<file path="config.mk">
export PLATFORM = sky130hd
export DESIGN_NAME = spi_port_multi_flat
export DESIGN_NICKNAME = d
export VERILOG_FILES = /design/src/rtl/spi_port_multi_if.sv /design/src/rtl/spi_port_multi.sv /design/src/flat_wrapper.sv
export SDC_FILE = /design/constraint.sdc
export NUM_CORES = 1
export LEC_CHECK = 0
export ABC_CLOCK_PERIOD_IN_PS = 2200
export BUFFER_PORTS_ARGS = -buffer_cell sky130_fd_sc_hd__buf_2
export CELL_PAD_IN_SITES_DETAIL_PLACEMENT = 1
export CELL_PAD_IN_SITES_GLOBAL_PLACEMENT = 1
export CORE_UTILIZATION = 30
export DETAILED_ROUTE_END_ITERATION = 12
export PLACE_DENSITY_LB_ADDON = 0.1
export SYNTH_ARGS = -nofsm -noshare
export SYNTH_HDL_FRONTEND = slang
export SYNTH_SLANG_ARGS = --single-unit
</file>
<file path="constraint.sdc">
create_clock -name clock -period 2.2 [get_ports clock]
set_input_delay 0 -clock clock [delete_from_list [all_inputs] [get_ports clock]]
set_output_delay 0 -clock clock [all_outputs]
set_load 0.03 [all_outputs]
</file>
<file path="src/rtl/spi_port_multi_if.sv">
// CPU-side bus and SPI pin bundle for spi_port_multi.
// slave is the SPI host's view; master is the CPU/bench view driving the bus and miso.
interface spi_port_multi_if #(
    parameter int CS_COUNT = 2
) ();
    logic                pe;
    logic                iorq;
    logic                wr;
    logic                rd;
    logic [7:0]          a;
    logic [7:0]          d;
    logic [7:0]          q;
    logic [CS_COUNT-1:0] cs;
    logic                ck;
    logic                mosi;
    logic                miso;
    logic                busy;

    modport slave (
        input  pe, iorq, wr, rd, a, d, miso,
        output q, cs, ck, mosi, busy
    );

    modport master (
        output pe, iorq, wr, rd, a, d, miso,
        input  q, cs, ck, mosi, busy
    );
endinterface

</file>
<file path="src/rtl/spi_port_multi.sv">
// Z80 I/O-mapped SPI mode-0 host: CS_COUNT chip selects, SCK = clock/(2*DIV), one-deep pending byte.
// Latency: 1 + 16*DIV + 1 clocks per byte; a request arriving with the pending slot full is dropped and flags overrun.
module spi_port_multi #(
    parameter int         CS_COUNT  = 2,
    parameter int         DIV       = 2,
    parameter logic [7:0] CS_PORT   = 8'hE7,
    parameter logic [7:0] DATA_PORT = 8'hEB,
    parameter logic [7:0] STAT_PORT = 8'hEF
) (
    input logic             clock,
    input logic             reset,
    spi_port_multi_if.slave bus
);
    localparam int DW = (DIV > 1) ? $clog2(DIV) : 1;

    typedef enum logic [2:0] {IDLE, LOAD, HI, LO, DONE} state_t;

    state_t              state, state_n;
    logic [DW-1:0]       div_cnt, div_n;
    logic [2:0]          bit_cnt, bit_n;
    logic [7:0]          shreg, sh_n;
    logic [7:0]          rx, rx_n;
    logic                pend, pend_n;
    logic [7:0]          pend_dat, pdat_n;
    logic                overrun, ovr_n;
    logic [CS_COUNT-1:0] cs_r, cs_n;
    logic                ck_r, ck_n;
    logic                mosi_r, mosi_n;
    logic                wr_seen, rd_seen;

    logic       wr_act, rd_act, wr_stb, rd_stb;
    logic       cs_wr, stat_rd, start;
    logic [7:0] start_dat;
    logic       div_last;
    logic [7:0] q_c;

    // One strobe per I/O cycle: the condition must be seen false by a pe sample before it can fire again
    assign wr_act    = ~bus.iorq & ~bus.wr;
    assign rd_act    = ~bus.iorq & ~bus.rd;
    assign wr_stb    = bus.pe & wr_act & ~wr_seen;
    assign rd_stb    = bus.pe & rd_act & ~rd_seen;
    assign cs_wr     = wr_stb & (bus.a == CS_PORT);
    assign stat_rd   = rd_stb & (bus.a == STAT_PORT);
    assign start     = (wr_stb | rd_stb) & (bus.a == DATA_PORT);
    assign start_dat = wr_stb ? bus.d : 8'hFF;
    assign div_last  = (div_cnt == DW'(DIV - 1));

    always_ff @(posedge clock) begin
        if (!reset) begin
            state    <= IDLE;
            div_cnt  <= '0;
            bit_cnt  <= '0;
            shreg    <= 8'hFF;
            rx       <= 8'hFF;
            pend     <= 1'b0;
            pend_dat <= 8'hFF;
            overrun  <= 1'b0;
            cs_r     <= '1;
            ck_r     <= 1'b0;
            mosi_r   <= 1'b1;
            wr_seen  <= 1'b0;
            rd_seen  <= 1'b0;
        end else begin
            state    <= state_n;
            div_cnt  <= div_n;
            bit_cnt  <= bit_n;
            shreg    <= sh_n;
            rx       <= rx_n;
            pend     <= pend_n;
            pend_dat <= pdat_n;
            overrun  <= ovr_n;
            cs_r     <= cs_n;
            ck_r     <= ck_n;
            mosi_r   <= mosi_n;
            if (bus.pe) begin
                wr_seen <= wr_act;
                rd_seen <= rd_act;
            end
        end
    end

    always_comb begin
        state_n = state;
        div_n   = div_cnt;
        bit_n   = bit_cnt;
        sh_n    = shreg;
        rx_n    = rx;
        pend_n  = pend;
        pdat_n  = pend_dat;
        ovr_n   = overrun;
        cs_n    = cs_r;
        ck_n    = ck_r;
        mosi_n  = mosi_r;

        if (cs_wr)
            cs_n = bus.d[CS_COUNT-1:0];
        if (stat_rd)
            ovr_n = 1'b0;

        // miso is captured as ck rises; the shift exposes the next tx bit for the falling edge
        case (state)
            LOAD: begin
                state_n = HI;
                div_n   = '0;
                bit_n   = '0;
                ck_n    = 1'b1;
                sh_n    = {shreg[6:0], bus.miso};
            end
            HI: begin
                if (div_last) begin
                    state_n = LO;
                    div_n   = '0;
                    ck_n    = 1'b0;
                    mosi_n  = shreg[7];
                end else begin
                    div_n = div_cnt + DW'(1);
                end
            end
            LO: begin
                if (div_last) begin
                    div_n = '0;
                    if (bit_cnt == 3'd7) begin
                        state_n = DONE;
                        ck_n    = 1'b0;
                    end else begin
                        state_n = HI;
                        bit_n   = bit_cnt + 3'd1;
                        ck_n    = 1'b1;
                        sh_n    = {shreg[6:0], bus.miso};
                    end
                end else begin
                    div_n = div_cnt + DW'(1);
                end
            end
            DONE: begin
                rx_n = shreg;
                ck_n = 1'b0;
                if (pend) begin
                    state_n = LOAD;
                    sh_n    = pend_dat;
                    mosi_n  = pend_dat[7];
                    pend_n  = 1'b0;
                end else begin
                    state_n = IDLE;
                    mosi_n  = 1'b1;
                end
            end
            default: ;
        endcase

        // A request landing in DONE with no pending byte goes straight to LOAD so it is never stranded
        if (start) begin
            if (state == IDLE || (state == DONE && !pend)) begin
                state_n = LOAD;
                sh_n    = start_dat;
                mosi_n  = start_dat[7];
            end else if (!pend || state == DONE) begin
                pend_n = 1'b1;
                pdat_n = start_dat;
            end else begin
                ovr_n = 1'b1;
            end
        end
    end

    always_comb begin
        q_c = 8'hFF;
        if (bus.a == DATA_PORT)
            q_c = rx;
        else if (bus.a == STAT_PORT)
            q_c = {bus.busy, pend, overrun, 5'b0};
    end

    assign bus.q    = q_c;
    assign bus.cs   = cs_r;
    assign bus.ck   = ck_r;
    assign bus.mosi = mosi_r;
    assign bus.busy = (state != IDLE) | pend;
endmodule
</file>
<file path="src/flat_wrapper.sv">
// flat-port wrapper written by rule: the top's interface ports become plain ports
module spi_port_multi_flat 
#(
    parameter int         CS_COUNT  = 2,
    parameter int         DIV       = 2,
    parameter logic [7:0] CS_PORT   = 8'hE7,
    parameter logic [7:0] DATA_PORT = 8'hEB,
    parameter logic [7:0] STAT_PORT = 8'hEF
)
  (clock, reset, bus_pe, bus_iorq, bus_wr, bus_rd, bus_a, bus_d, bus_miso, bus_q, bus_cs, bus_ck, bus_mosi, bus_busy);
  spi_port_multi_if #(.CS_COUNT(CS_COUNT)) bus_i ();
  input logic clock;
  input logic reset;
  input wire logic [$bits(bus_i.pe)-1:0] bus_pe;
  input wire logic [$bits(bus_i.iorq)-1:0] bus_iorq;
  input wire logic [$bits(bus_i.wr)-1:0] bus_wr;
  input wire logic [$bits(bus_i.rd)-1:0] bus_rd;
  input wire logic [$bits(bus_i.a)-1:0] bus_a;
  input wire logic [$bits(bus_i.d)-1:0] bus_d;
  input wire logic [$bits(bus_i.miso)-1:0] bus_miso;
  output wire logic [$bits(bus_i.q)-1:0] bus_q;
  output wire logic [$bits(bus_i.cs)-1:0] bus_cs;
  output wire logic [$bits(bus_i.ck)-1:0] bus_ck;
  output wire logic [$bits(bus_i.mosi)-1:0] bus_mosi;
  output wire logic [$bits(bus_i.busy)-1:0] bus_busy;
  assign bus_i.pe = bus_pe;
  assign bus_i.iorq = bus_iorq;
  assign bus_i.wr = bus_wr;
  assign bus_i.rd = bus_rd;
  assign bus_i.a = bus_a;
  assign bus_i.d = bus_d;
  assign bus_i.miso = bus_miso;
  assign bus_q = bus_i.q;
  assign bus_cs = bus_i.cs;
  assign bus_ck = bus_i.ck;
  assign bus_mosi = bus_i.mosi;
  assign bus_busy = bus_i.busy;
  spi_port_multi #(.CS_COUNT(CS_COUNT), .DIV(DIV), .CS_PORT(CS_PORT), .DATA_PORT(DATA_PORT), .STAT_PORT(STAT_PORT)) u_core (.clock(clock), .reset(reset), .bus(bus_i));
endmodule
</file>
## Yosys cells after proc, flatten, opt, wreduce, memory -nomap -nowiden

Index checks and enable logic that the tools add are counted.

| operators by class | value |
|---|---|
| $add $sub $neg | 2 |
| $mul | 0 |
| divide/modulo/power cells | 0 |
| order comparisons | 0 |
| equality and inequality tests | 11 |
| shifts and indexed selects | 0 |
| mux-type cells | 38 |
| bitwise logic cells | 17 |
| reductions and logical operators | 13 |

Operators by type and width:

| cell | count |
|---|---|
| two-way mux 8 bit | 8 |
| == test 8 bit (second input constant) | 3 |
| one-hot mux 8 bit (3 select lines) | 1 |
| two-way mux 3 bit | 7 |
| two-way mux 1 bit | 17 |
| one-hot mux 3 bit (4 select lines) | 1 |
| bitwise AND 1 bit | 9 |
| AND reduction 3 bit | 3 |
| == test 3 x 2 -> 1 bit (second input constant) | 2 |
| == test 3 bit (second input constant) | 2 |
| inverter 1 bit | 6 |
| one-hot mux 3 bit (2 select lines) | 1 |
| != test 2 x 1 -> 1 bit (second input constant) | 2 |
| one-hot mux 1 bit (2 select lines) | 2 |
| one-hot mux 1 bit (4 select lines) | 1 |
| nonzero test 2 bit | 2 |
| nonzero test 4 bit | 1 |
| adder 3 x 1 -> 3 bit (second input constant) | 1 |
| == test 3 x 1 -> 1 bit (second input constant) | 1 |
| logical NOT 3 bit | 1 |
| nonzero test 3 bit | 1 |
| logical OR 1 bit | 2 |
| != test 2 bit (second input constant) | 1 |
| OR 1 bit | 2 |
| other kinds (4) | 4 |

| storage, ports and cells | value |
|---|---|
| register bits | 39 |
| bits in latches | 0 |
| memory bits (writable) | 0 |
| ROM bits | 0 |
| output and inout port bits | 13 |
| memories | 0 |

## Depth between registers and ports, before layout

| logic depth | value |
|---|---|
| depth in word-level cells | 9 |
| mapped depth | 7 |
| depth with buffers taken out | 7 |

## Worst setup path after synthesis

No wires, ideal clock.

| path | value |
|---|---|
| path type | flip-flop to flip-flop |
| start point | register u_core.bit_cnt[0] |
| end point | register u_core.shreg[0] |
| library setup time | 0.133 ns |
| arrival time | 1.568 ns |
| required time | 2.067 ns |
| slack | 0.500 ns |
| cell stages (with the launch flop) | 8 |
| path buffers | 0 |
| path through | dfxtp_1 -> ha_1 -> ha_1 -> nor2b_1 -> o21a_1 -> nor2_4 -> a211oi_1 -> o21ai_1 |

| between the ends | value |
|---|---|
| word-level cells in the longest chain between the ends | 6 |

Ends and longest elaborated chain:

| item | RTL line | RTL |
|---|---|---|
| start: declaration | spi_port_multi.sv:20 | `logic [2:0] bit_cnt, bit_n;` |
| start signal: assignment | spi_port_multi.sv:66 | `bit_cnt <= bit_n;` |
| == test 3 bit (*) | spi_port_multi.sv:122 | `if (bit_cnt == 3'd7) begin` |
| two-way mux 8 bit (*) | spi_port_multi.sv:122 |  |
| two-way mux 8 bit (*) | spi_port_multi.sv:120 | `if (div_last) begin` |
| one-hot mux 8 bit (3 select lines) (*) | spi_port_multi.sv:101 | `case (state)` |
| two-way mux 8 bit | spi_port_multi.sv:153 | `if (state == IDLE \|\| (state == DONE && !pend)) begin` |
| two-way mux 8 bit (*) | spi_port_multi.sv:152 | `if (start) begin` |
| end signal: assignment | spi_port_multi.sv:67 | `shreg <= sh_n;` |
| end: declaration | spi_port_multi.sv:21 | `logic [7:0] shreg, sh_n;` |

Every way passes the cells marked *; elsewhere a longest branch is shown, timed or not.
A chain may end at the register's enable or synchronous reset.

## Final worst setup path

| path | value |
|---|---|
| start point | register u_core.bit_cnt[0] |
| end point | register u_core.shreg[4] |

Same word-level chain as after synthesis.

==> flow_summary.yaml <==
cts:
  clock_path_buffers: 2
  cts.reportedPaths.clkPinSlew_ps: 80
  htreeDepth: 2
  tritoncts: "done"
  clock_latency_ps: 290
  cts_buffers: 5
  clkSinkCount: 39
  cts-root-buf: "clkbuf_8"
die:
  start_util_pct: 31.4
  num_rows: 29
  fp.dieArea_um2: 7100
  ios: 36
  core_area_um2: 6460
  die_h_um: 84.3
  chipWidth_um: 84.3
run_status:
  status: "complete, but fails checks"
  failed_checks: "design-rule violations"
logic_synthesis:
  synthFlopType: "dfxtp_1"
  avgSynthCellArea_um2: 8.53
  synth_cell_types: 48
  synth_warnings: 0
  netlist_area_um2: 2030
  synth_enable_flop_cells: 0
  netlist_instances: 238
  synth_fp_nets: 264
  yosysSeqAreaShare_pct: 38.4
  ys_async_sr_fraction_pct: 0
  synth_seq_cells: 39
routing:
  wirelength_mm: 5.36
  route.detailed.wl_per_inst_um: 15.1
  vias: 1795
  via_per_inst: 5.07
  drc: 10
  drt-pass1-iter-count: 8
  drt-initial-drc-count: 72
  postRouteAntennaNets: 0
global_routing:
  grt_overflow_total: 0
  grt_usage_pct: 16.4
  grt_start_max_net_pins: 24
  antenna_found_initial: 0
  grt_pass1_wl_mm: 8.99
  grt_pass1_vias: 1775
critical_path:
  start_kind: "register"
  path_class: "reg -> reg"
  worstPathMaxFanout: 7
  cp.required_ps: 2380
  cp-end-kind: "register"
  critical_path_arrival_ps: 2040
power:
  p_total_mw: 1.41
  p_leak_nw: 1.01
  p_per_area_nw_per_um2: 578
  peakVddDrop_v: 0.000271
layout:
  fill_cells: 782
  regArea_um2: 781
  drive_gt1_share_pct: 22.0
  final_cell_mix: "39 x dfxtp_1, 35 x buf_2, 33 x nand2_1"
  final_util_pct: 37.7
  multiInputGateArea_um2: 1150
  nets: 302
  antenna_cells: 0
  syn_to_final_growth_pct: 19.8
  layout_commonest_cell: "dfxtp_1"
sta:
  hold_viol: 0
  finalCriticalPeriod_ps: 1860
  slew_viol_final: 0
  relSlewSlack_pct: 64.7
  setup_viol: 0
  fin_ws_ps: 340
  setup_tns_ps: 0
  rsz0062_at_grt: "false"
  max_freq_mhz: 538
  worst_slew_pin_slew_ps: 528
  period_share_pct: 84.5
  clock_skew_ps: 6.90
placement:
  dp.final_hpwl_mm: 3.89
  port_buffers: 35
  dpl_worst_slack_ps: 343
  place.gp.congestion: 0.740
flow_run:
  drv_cap: 0
worst_hold_path:
  hold_path_class: "in -> reg"
## critical path, cell delays in order (launching register included)
cell,delay [ps]
dfxtp_1,330
ha_1,220
ha_1,200
nor2b_1,150
o21a_1,360
nor2_4,90
a211oi_1,290
o21ai_1,100
## cell families after synthesis
family / count (synthesis) / synth area share, %
adder cells (fa/ha/maj): 3 / 1.85
multiplexers: 13 / 6.41
AND/OR/NAND/NOR: 96 / 27.3
AO/OA/AOI/OAI: 63 / 20.9
flip-flops: 39 / 38.4
buffers and inverters: 24 / 5.11
## path summary, 6_finish.rpt
path	from	end	slack [ps]	depth (start not counted)
setup reg to reg	u_core.bit_cnt[0]	u_core.shreg[4]	340	7
hold reg to reg	u_core.bit_cnt[1]	u_core.bit_cnt[1]	470	2
hold / removal	bus_d[4]	u_core.pend_dat[4]	30	4
setup / recovery	u_core.bit_cnt[0]	u_core.shreg[4]	340	7
## synthesized netlist by cell type (2+ instances only)
cell type,number,area share (%)
o21ai_1,9,2.2
nor2b_1,4,1.2
clkbuf_1,7,1.3
a21boi_0,5,1.8
and3_1,2,0.62
mux2i_1,13,6.4
nand4_1,5,1.5
nand2b_1,4,1.2
o211ai_1,6,2.2
o22ai_1,3,0.92
ha_1,3,1.8
inv_1,10,1.8
or2b_1,6,2.2
nand2_1,33,6.1
a22o_1,6,2.6
o21ai_0,12,3.0
and2_1,4,1.2
o21a_1,3,1.1
dfxtp_1,39,38
nand3_1,5,1.2
nor2_1,18,3.3
buf_2,5,1.2
a31oi_1,2,0.62
a21oi_1,3,0.74
a211oi_1,8,3.0
## flip-flops by register name, summed over array words and instances (netlist names)
name,count
u_core.wr_seen,1
u_core.overrun,1
u_core.pend_dat,8
u_core.pend,1
u_core.rx,8
u_core.div_cnt,1
u_core.bus.mosi,1
u_core.rd_seen,1
u_core.bus.ck,1
u_core.bit_cnt,3
u_core.shreg,8
u_core.state,3
u_core.bus.cs,2
## area by class of cell
class	count	area share (%)
multi-input cells	175	47.1
flip-flops and latches	39	32.1
repair buffers	45	10.5
well taps	77	3.96
clock buffers	6	3.39
inverters	10	1.54
clock inverters	2	1.44
## layer usage
layer	routed length [um]	track usage [%]
met5	0	0
met2	2250	25.4
met1	2830	22.7
met3	239	4.03
met4	38	4.23
## metrics by stage
step	cell area (um2)	hold WS, ps	std cells
6_report	2430	26.5	354
5_1_grt	2430	33.1	354
4_1_cts	2430	19.0	354
3_5_place_dp	2300	249	344
3_3_place_gp	2300	236	344
2_1_floorplan	2030	128	238
## what timing repair did
item / in CTS / in global routing
endpoints found under the setup margin: 0 / 0
buffers inserted: 0 / 0
hold buffers: 2 / 0
hold endpoints to repair: 2 / 0
gates resized for setup: 0 / 0
## where the power goes
| group | switching, mW | leakage [nW] | internal [mW] |
|---|---|---|---|
| combinational | 0.0363 | 0.635 | 0.0326 |
| sequential | 0.00124 | 0.315 | 0.707 |
| clock | 0.264 | 0.0612 | 0.367 |
| total | 0.301 | 1.01 | 1.11 |
Power figures use the tool's default switching activity.
